`src/rtl/fw_cmd_decoder.sv`:
```
// fw_cmd_decoder: host command decoder, config/status registers and test start/done handshake.
// Optional busy watchdog is built when FW_CMD_DECODER_WATCHDOG_EN is defined.
module fw_cmd_decoder #(
  parameter logic [3:0]  FIRMWARE_ID      = 4'h2,
  parameter int          TEST_NUM_LSB     = 12,
  parameter int          RST_PULSE_CYCLES = 8,
  parameter logic [31:0] WDOG_CYCLES      = 32'd100_000_000
) (
  input  logic        fw_axi_clk,
  input  logic        fw_rst,
  input  logic        fw_cmd_valid,
  input  logic [31:0] fw_cmd_data,
  output logic        fw_rd_valid,
  output logic [31:0] fw_rd_data,
  output logic [23:0] fw_cfg_static_0,
  output logic [23:0] fw_cfg_static_1,
  output logic [23:0] fw_cfg_array_0,
  output logic [23:0] fw_cfg_array_1,
  output logic [23:0] fw_cfg_array_2,
  input  logic [23:0] fw_data_array_0,
  input  logic [23:0] fw_data_array_1,
  output logic [23:0] fw_execute_cfg,
  output logic [3:0]  fw_test_start,
  input  logic [3:0]  fw_test_done,
  output logic [31:0] fw_status,
  output logic        fw_rst_fw
);
  typedef enum logic [1:0] {IDLE, RST_PULSE, BUSY} state_t;
  localparam logic [3:0] OP_RST  = 4'h1;
  localparam logic [3:0] OP_WS0  = 4'h2;
  localparam logic [3:0] OP_RS0  = 4'h3;
  localparam logic [3:0] OP_WS1  = 4'h4;
  localparam logic [3:0] OP_RS1  = 4'h5;
  localparam logic [3:0] OP_WA0  = 4'h6;
  localparam logic [3:0] OP_RA0  = 4'h7;
  localparam logic [3:0] OP_WA1  = 4'h8;
  localparam logic [3:0] OP_RA1  = 4'h9;
  localparam logic [3:0] OP_WA2  = 4'hA;
  localparam logic [3:0] OP_RA2  = 4'hB;
  localparam logic [3:0] OP_RD0  = 4'hC;
  localparam logic [3:0] OP_RD1  = 4'hD;
  localparam logic [3:0] OP_CLR  = 4'hE;
  localparam logic [3:0] OP_EXEC = 4'hF;
  state_t state, state_nxt;
  logic [7:0] pcnt;
  logic [3:0] op, tn;
  logic [23:0] body, rd_val;
  logic [4:0] sb;
  logic [31:0] status_nxt;
  logic acc, tn_ok, exec_ok, done_hit, wdog_hit, wdog_exit, rst_entry, rd_en;
  assign op = fw_cmd_data[27:24];
  assign body = fw_cmd_data[23:0];
  assign acc = fw_cmd_valid && fw_cmd_data[31:28] == FIRMWARE_ID && state != RST_PULSE;
  assign tn = body[TEST_NUM_LSB +: 4];
  assign tn_ok = tn != 4'd0 && (tn & (tn - 4'd1)) == 4'd0;
  assign exec_ok = state == IDLE && tn_ok;
  assign done_hit = |(fw_test_done & fw_execute_cfg[TEST_NUM_LSB +: 4]);
  assign sb = {1'b0, op} - 5'd1;
  assign rd_en = acc && ((op[0] && op >= OP_RS0 && op <= OP_RD1) || op == OP_RD0);
  assign rst_entry = state != RST_PULSE && state_nxt == RST_PULSE;
  assign fw_rst_fw = state == RST_PULSE;
  assign rd_val = op == OP_RS0 ? fw_cfg_static_0 :
                  op == OP_RS1 ? fw_cfg_static_1 :
                  op == OP_RA0 ? fw_cfg_array_0 :
                  op == OP_RA1 ? fw_cfg_array_1 :
                  op == OP_RA2 ? fw_cfg_array_2 :
                  op == OP_RD0 ? fw_data_array_0 : fw_data_array_1;
`ifdef FW_CMD_DECODER_WATCHDOG_EN
  logic [31:0] wcnt;
  always_ff @(posedge fw_axi_clk)
    wcnt <= (fw_rst || state != BUSY) ? 32'd0 : wcnt + 32'd1;
  assign wdog_hit = state == BUSY && wcnt == WDOG_CYCLES - 32'd1;
`else
  logic unused_wdog;
  assign unused_wdog = ^WDOG_CYCLES;
  assign wdog_hit = 1'b0;
`endif
  always_comb begin
    state_nxt = state;
    wdog_exit = 1'b0;
    if (state == RST_PULSE) state_nxt = pcnt == 8'd0 ? IDLE : RST_PULSE;
    else if (acc && op == OP_RST) state_nxt = RST_PULSE;
    else if (acc && op == OP_EXEC && exec_ok) state_nxt = BUSY;
    else if (state == BUSY && (done_hit || wdog_hit)) begin
      state_nxt = IDLE;
      wdog_exit = !done_hit;
    end
  end
  // done bits are ORed in last so a same-cycle clear or soft reset cannot drop them
  always_comb begin
    status_nxt = fw_status;
    if (acc && op == OP_CLR) status_nxt = '0;
    else if (acc && op >= OP_WS0 && op <= OP_RD1) status_nxt[sb] = 1'b1;
    else if (acc && op == OP_EXEC) begin
      status_nxt[13] = status_nxt[13] | exec_ok;
      status_nxt[31] = status_nxt[31] | !exec_ok;
    end
    if (rst_entry) status_nxt = 32'd1;
    if (wdog_exit) status_nxt[30] = 1'b1;
    status_nxt[17:14] = status_nxt[17:14] | fw_test_done;
  end
  always_ff @(posedge fw_axi_clk) begin
    if (fw_rst) begin
      state <= IDLE;
      pcnt <= '0;
      fw_status <= '0;
      fw_rd_valid <= 1'b0;
      fw_rd_data <= '0;
      fw_test_start <= '0;
      fw_cfg_static_0 <= '0;
      fw_cfg_static_1 <= '0;
      fw_cfg_array_0 <= '0;
      fw_cfg_array_1 <= '0;
      fw_cfg_array_2 <= '0;
      fw_execute_cfg <= '0;
    end else begin
      state <= state_nxt;
      fw_status <= status_nxt;
      fw_rd_valid <= rd_en;
      if (rd_en) fw_rd_data <= {fw_cmd_data[31:24], rd_val};
      fw_test_start <= (acc && op == OP_EXEC && exec_ok) ? tn : 4'd0;
      pcnt <= rst_entry ? 8'(RST_PULSE_CYCLES - 1) : (state == RST_PULSE ? pcnt - 8'd1 : pcnt);
      if (rst_entry) begin
        fw_cfg_static_0 <= '0;
        fw_cfg_static_1 <= '0;
        fw_cfg_array_0 <= '0;
        fw_cfg_array_1 <= '0;
        fw_cfg_array_2 <= '0;
        fw_execute_cfg <= '0;
      end else if (acc) begin
        if (op == OP_WS0) fw_cfg_static_0 <= body;
        if (op == OP_WS1) fw_cfg_static_1 <= body;
        if (op == OP_WA0) fw_cfg_array_0 <= body;
        if (op == OP_WA1) fw_cfg_array_1 <= body;
        if (op == OP_WA2) fw_cfg_array_2 <= body;
        if (op == OP_EXEC && exec_ok) fw_execute_cfg <= body;
      end
    end
  end
endmodule

```
`config.mk`:
```
export PLATFORM = sky130hd
export DESIGN_NAME = fw_cmd_decoder
export DESIGN_NICKNAME = d
export VERILOG_FILES = /design/src/rtl/fw_cmd_decoder.sv
export SDC_FILE = /design/constraint.sdc
export NUM_CORES = 1
export LEC_CHECK = 0
export CAP_MARGIN = 5
export CORE_MARGIN = 4
export CORE_UTILIZATION = 47
export CTS_CLUSTER_SIZE = 28
export DETAILED_ROUTE_END_ITERATION = 6
export GPL_TIMING_DRIVEN = 0
export PLACE_DENSITY = 0.81
export SLEW_MARGIN = 20
export SYNTH_ARGS = -nofsm -noshare
export SYNTH_HDL_FRONTEND = slang
export SYNTH_SLANG_ARGS = --single-unit
```
`constraint.sdc`:
```
create_clock -name fw_axi_clk -period 3 [get_ports fw_axi_clk]
set_input_delay 0.75 -clock fw_axi_clk [delete_from_list [all_inputs] [get_ports fw_axi_clk]]
set_output_delay 0.75 -clock fw_axi_clk [all_outputs]
set_load 0.02 [all_outputs]
```
==> flow_results.org <==
** Die
- The initialized floorplan defines 52 standard-cell rows.
- The total area inside the core boundary comes to between 20000 and 25000 sq um.
- In this run the count of I/O pins placed on the die edge is about 300.
- From bottom edge to top edge, the die measures 152.1 microns.
- Die width :: 152.1 microns
- Effective utilization at floorplan :: 48.08%
- The floorplan step defined a die boundary enclosing 23130 sq um.

** Placement
- In this run the tool buffered the top-level ports with 296 buffer cells.
- After detailed placement, the design holds a cell count of between 1500 and 2000.
- Timing analysis after detailed placement gives a worst setup slack of -829.8 ps.
- The congestion estimate from routability-driven global placement came to roughly 1.0.
- Once detailed placement completed, the half-perimeter wirelength came to about 33 mm.

** Final layout
- Measured on the finished design, the core utilization comes to slightly below 70%.
- Non-filler cells, final :: 1905
- Commonest non-fill, non-tap cell in the layout :: nand2_1
- The post-route netlist has 5.015% of its cells at a drive strength greater than 1.
- Area growth from synthesis to layout :: 42.71%
- Net count reported at finish :: approximately 1700
- Most frequent cells in the layout :: nand2_1, clkdlybuf4s50_1, dfxtp_1, a21oi_1, nor2_1
- Total inserted antenna cells :: 0
- After filler insertion, the fill cell instance count of the layout stands at around 1700.

** STA
- Derived from the worst setup path, the maximum achievable clock frequency is 340.9 MHz.
- Unrepaired setup endpoints after global routing :: true
- Least setup slack across all paths after layout :: roughly 66 ps
- Pins over their slew limit :: 0
- For the finished layout, the period the worst path requires is around 3000 ps.
- Setup violations remaining at the end of the flow were counted as 0.
- Share of the cycle needed by the critical path after routing :: between 90% and 100%
- The number of hold violations in the final report came to 0.
- After routing, the total negative slack on setup checks comes to 0 ps.
- At the pin with the least slew margin, the transition time is around 820 ps.
- Clock Skew :: between 15 and 20 ps
- Max transition margin :: a little under half

** Worst setup path
- The setup path with the least slack is of type in -> reg.
- Largest incremental delay on the critical path :: about 600 ps
- Critical-path maximum fanout :: 10
- Grouping stages by cell kind, the critical path spends the most delay in buffers and inverters.
- Data on the critical path is required at its endpoint by about 3400 ps.
- Element type at the critical path start :: input port
- Highest-delay cell along the critical path :: clkdlybuf4s50_1
- Source of the worst register-to-register timing path :: state[1]
- Counting both buffers and inverters, the worst setup path holds a total of 4.
- Crit path cell chain :: clkdlybuf4s50_1 -> buf_2 -> buf_2 -> nand3_1 -> clkbuf_1 -> o21ai_0 -> a31oi_1
- Across all register-to-register paths, the minimum setup slack is between 600 and 700 ps.
- In this run the worst setup path begins at fw_cmd_data[25].
- For the worst flop-to-flop path, the logic depth is 8.
- For the worst setup path, the data arrival time is around 3300 ps.
- The worst setup path is captured at a flip-flop.
- The endpoint identified for the worst register-to-register timing path is fw_cfg_static_0[4].
- Cell with the most instances on the worst path :: buf_2

** Clock network
- CTS Buf Count :: 24
- CTS placed an instance of clkbuf_16 at the clock tree root.
- For this design, the sink count on the clock tree is 223.
- Total number of H-tree levels :: 1
- CTS tree :: yes
- After clock tree synthesis, the clock-pin slew on the worst setup and hold paths is ~60 ps.
- Maximum clock path buffer count :: 3
- The clock reaches the later pin of the worst-skew pair after about 530 ps.
- Buffers inserted to repair hold after CTS numbered 0.

** Synth
- Gate Count Post-Synth :: roughly 1300
- The synthesized design contains ~220 register bits.
- Average footprint of a synthesized cell :: around 7.5 sq um
- In the synthesized netlist the async set-or-reset flop fraction comes to 0%.
- Yosys mapped the design onto 50 distinct sky130hd cell types.
- Summed instance area of the synthesized netlist :: between 9000 and 10000 sq um
- For this run, the number of Yosys warnings is 0.
- Register area share after synthesis :: roughly 46%
- The most used flip-flop cell after synthesis is dfxtp_1.
- Yosys mapped a number of flops with a built-in enable equal to 0.
- The number of nets handed over by synthesis was 1386.

** Route
- Using the TritonRoute via totals, the vias-per-cell ratio works out to around 5.7.
- Count of antenna-violating nets left after detailed routing :: 0
- The routed design has ~42 mm of wire.
- Total via count after detailed routing :: approximately 11000
- For this run, the detailed router's first-pass iteration total came to 7.
- After detailed routing, the number of remaining DRC violations is 2.
- Wire length per cell after detailed routing :: approximately 22 microns
- Drt first-iter violations :: approximately 1200

** Run
- Max-cap violations in this run came to 0.

** GRT
- Antenna violations before repair :: 1
- Across every metal layer, demand over resource in global routing totals between 30% and 40%.
- The via count of the first global-routing pass is 10450.
- Total congestion overflow after global routing :: 0
- Pin count of the biggest net entering global routing :: 14
- The first global-routing pass estimated approximately 63 mm of wire.

** Worst hold path
- Cell depth of the worst min-delay path :: 2
- Hold path endpoint :: fw_execute_cfg[9]
- The startpoint identified for the worst hold timing path is fw_execute_cfg[9].
- The tightest min-delay check is of the reg -> reg type.

** Power
- Pwr Total :: about 0.0067 W
- Areal power density over the cells :: about 480 nW/um^2
- Worst vdd rail ir drop :: around 470 uV
- In this run the static leakage power is ~4.9 nW.

** Run status
- Outcome :: complete, but fails checks
- The checks that failed: DRC.
layer usage:
metal  global-route usage [%]  share of wire (%)  vias up
met5                        0              0.031        -
met4                    7.491                2.2        2
met3                    8.760                 11       78
met2                    55.33                 46      644
met1                    46.83                 41     5087
li1                         -                  -     5084
tightest hold or removal path: stages, from the launching register on:
cell     delay [ps]
dfxtp_1         310
nand2_1          50
a21oi_1          50
flip-flops by register name, indices dropped and copies added (netlist names):
signal	count
fw_status	32
fw_test_start	4
fw_cfg_array_2	24
fw_rd_valid	1
fw_cfg_static_0	24
fw_rd_data	32
state	2
fw_execute_cfg	24
fw_cfg_array_1	24
pcnt	8
fw_cfg_array_0	24
fw_cfg_static_1	24
worst max path at each step:
stage,cells after the start,to
detailed placement,9,fw_cfg_static_0[4]
CTS,7,fw_cfg_array_2[5]
global route,9,fw_cfg_array_1[11]
floorplan,7,fw_execute_cfg[13]
global placement,9,fw_cfg_static_1[18]
finish,7,fw_rd_data[15]
synth_stat cells (all sizes together), types with 2 or more instances:
cell     count  area, sq um
nand2b       5        31.28
a41oi        2        17.52
or4          2        18.77
inv          9        33.78
mux2i       25        250.2
a21oi      226         1142
clkbuf      87        326.6
a221o        3        30.03
nand2      352         1321
xnor2        5        43.79
o211a        3        30.03
a31oi       24        150.1
a22oi        3        22.52
nor2        96        360.4
a311oi       3        26.28
o22ai        7        43.79
o21ai       68        340.3
o211ai      21        157.7
and2        15        93.84
nand3       14        70.07
o2bb2ai     18        157.7
dfxtp      223         4464
buf         19        103.9
nor2b        6        37.54
a211oi       4        30.03
o31ai        3        22.52
or3b         2        17.52
and3        11        72.57
o311a        3        30.03
xor2         2        17.52
nor3        10        50.05
a22o        12        105.1
a221oi       2        17.52
nor4         2        12.51
power breakdown:
part           internal [W]  leakage (nW)  switching [W]  total (W)
Sequential          0.00298          1.80      0.0000102    0.00299
Combinational      0.000239          2.69       0.000390   0.000629
Clock               0.00182         0.376        0.00122    0.00305
Total               0.00504          4.86        0.00162    0.00666
through the flow:
| stage | hold slack (ps) | instance area [sq um] |
|---|---|---|
| after floorplan | 456.8 | 9759 |
| after global placement | 437.9 | 13060 |
| after detailed placement | 443.1 | 13060 |
| after CTS | 454.5 | 13900 |
| after global routing | 473.8 | 13930 |
| final | 456.0 | 13930 |
timing repair:
item / 4_1_cts / 5_1_grt
gates resized for setup: 19 / 14
pin swaps: 1 / 0
setup buffers: 2 / 0
setup endpoints to repair: 154 / 194
cell families (layout without fill, tap and decap cells):
logic type / count (synthesis) / count (layout) / synth area share, %
AO/OA/AOI/OAI: 407 / 407 / 24.45
multiplexers: 25 / 25 / 2.564
XOR/XNOR: 7 / 7 / 0.6282
buffers and inverters: 116 / 453 / 4.795
AND/OR/NAND/NOR: 519 / 519 / 21.69
adder cells (fa/ha/maj): 1 / 1 / 0.1282
flip-flops: 223 / 223 / 45.74
layout make-up:
type | count | area, sq um | area share (%)
multi-input combinational | 959 | 4871 | 34.97
clock inverter | 7 | 117.6 | 0.8445
inverter | 10 | 37.54 | 0.2695
tap | 270 | 337.8 | 2.426
timing repair buffer | 298 | 2977 | 21.37
sequential | 223 | 4464 | 32.05
buffer | 105 | 446.7 | 3.207
clock buffer | 33 | 675.6 | 4.851
(Power assumes the default switching activity.)
==> variant, RTL diff (same settings) <==
Change the parameter `TEST_NUM_LSB` from 12 to 11.
--- a/src/rtl/fw_cmd_decoder.sv
+++ b/src/rtl/fw_cmd_decoder.sv
@@ -3,5 +3,5 @@
 module fw_cmd_decoder #(
   parameter logic [3:0]  FIRMWARE_ID      = 4'h2,
-  parameter int          TEST_NUM_LSB     = 12,
+  parameter int          TEST_NUM_LSB     = 11,
   parameter int          RST_PULSE_CYCLES = 8,
   parameter logic [31:0] WDOG_CYCLES      = 32'd100_000_000
Behaviour: not the same (Yosys sat finds a counterexample within 4 cycles, from zero or initial values and one cycle with fw_rst high).
==> variant against the original RTL <==
Sequential cell count is the same; design area down 0.45%; area after synthesis about the same; combinational power is 0.6% higher; first-iteration DRC count decreased by 9.7%; power down 3.1%; sequential share of layout area up 0.14 points; critical endpoint is now fw_rd_data[16]; setup slack worse by 36 ps; largest power group is now sequential cells; utilization shrank 0.53 points; via count up 1.0%; cell count fell by 0.26%; routed wire length increased by 0.74%; largest cell class unchanged.
==> variant: results (changes against the original RTL) <==
multiplexer share of the synthesized area = 2.56% (about the same)
vias per cell = 5.79 (+1.3%)
maximum VDD drop = 0.410 mV (-13%)
Final #Nets = 1707 (-0.12%)
delay-heaviest family, CP = buffers and inverters
leakage = 0.00485 µW (-0.15%)
first-pass GRT wire length = 63500 µm (+0.29%)
clk_lat worst skew = 530 ps (about the same)
htree depth = 1 (unchanged)
top cells by area, synth = dfxtp_1 46%, nand2_1 14%, a21oi_1 11%, nor2_1 3.7%, o21ai_0 3.5%
worst-case clock buffer depth = 3 (unchanged)
Syn Nets = 1386 (unchanged)
clock slew at reported path FFs = 60 ps (about the same)
Switch Pwr = 1620 µW (about the same)
number of inserted diodes = 0 (unchanged)
share of cells above drive strength 1 = 5.28% (+0.26 points)
Adder-Cell Fraction of Synth Area = 0.128% (about the same)
Post-Synth XOR/XNOR Area = 0.628% (about the same)
synth unique cells = 52 (+4.0%)
largest net degree at the start of global routing = 13 (-1)
actual slew at the worst max-slew pin = 818 ps (-4.59 ps)
root buf cell = clkbuf_16
post-synthesis sequential area ratio = 45.7% (about the same)
drt initial violations = 1123 (-9.7%)
Flop pwr share = 46.3% (+1.5 points)
DRT Pass-1 Iters = 6 (-1)
Synth Area in Compound Gates = 24.4% (about the same)
placed cell area = 0.0131 mm² (about the same)
Detailed Place HPWL = 33000 µm (+0.37%)
GP Congestion = 0.998 (-0.40%)
Comb power frac = 9.8% (+0.4 points)
Global Route met2 Usage = 55.0% (-0.30 points)
Async SR Flop Fraction = 0% (unchanged)
wire per inst = 22.2 µm (+1.0%)
placed insts = 1864 (unchanged)
DR DRC count = 0 (-2)
Max FO, Critical Path = 10 (unchanged)
grt met1 use = 46.2% (-0.62 points)
post_cts resized = 17 (-2)
Mapped Cells = 1298 (unchanged)
grt met3 use = 9.57% (+0.81 points)
Post-synth top cells = 352 x nand2_1, 223 x a21oi_1, 223 x dfxtp_1, 96 x nor2_1, 81 x clkbuf_1
Regs by FF count = fw_rd_data: 32 flops, fw_status: 32 flops
routed vias = 11005 (+1.0%)
initial antenna violation count = 0 (-1)
Num CTS Buffers = 25 (+4.2%)
GRT Overall Usage = 34.5% (+0.20 points)
Setup Buffers After CTS = 0 (-2)
Tightest Hold Check Type = reg2reg
status = finished clean
internal cell power = 4830 µW (-4.1%)
Clock Skew = 20.7 ps (+3.76 ps)
## variant: cell types whose count changed in the layout (fill, tap and decap cells not counted), sizes merged
cell	unedited run	this run
buf	23	24
bufinv	3	0
clkinv	2	3
dlygate4sd2	1	0
dlymetal6s2s	0	1
clkbuf	117	114
inv	9	11
clkinvlp	3	0
## variant: per-stage QoR
| stage | utilization, % | setup slack (ps) |
|---|---|---|
| floorplan | - | 521 |
| global placement | 64.2 | -839 |
| detailed placement | 64.2 | -927 |
| CTS | 67.9 | 18.2 |
| global route | 68.1 | 10.3 |
| finish | 68.1 | 30.6 |
## variant: kinds of logic after synthesis
kind of cell	after synthesis
AO/OA/AOI/OAI	407
flip-flops	223
AND/OR/NAND/NOR	519
multiplexers	25
buffers and inverters	116
XOR/XNOR	7
adder cells (fa/ha/maj)	1
## variant: final cells by class
cell class / count / area, µm²
Sequential cell: 223 / 4460
Clock buffer: 34 / 699
Clock inverter: 4 / 33.8
Multi-Input combinational cell: 959 / 4870
Timing Repair Buffer: 296 / 2970
Tap cell: 270 / 338
Buffer: 104 / 452
Inverter: 10 / 37.5
Fill cell: 1737 / 6500
## variant: path summary, 6_finish.rpt
kind         cells past startpoint                from                 end  slack [ps]
max reg2reg                      6            state[1]        fw_status[9]         640
max                              7     fw_cmd_data[25]      fw_rd_data[16]          30
min reg2reg                      2  fw_execute_cfg[20]  fw_execute_cfg[20]         450
min                              2  fw_execute_cfg[20]  fw_execute_cfg[20]         450
## variant: metal layers
| metal | wire length, µm | share of wire (%) |
|---|---|---|
| met2 | 18700 | 44 |
| met5 | 0 | 0 |
| met1 | 16900 | 40 |
| met4 | 1280 | 3.0 |
| met3 | 5280 | 13 |
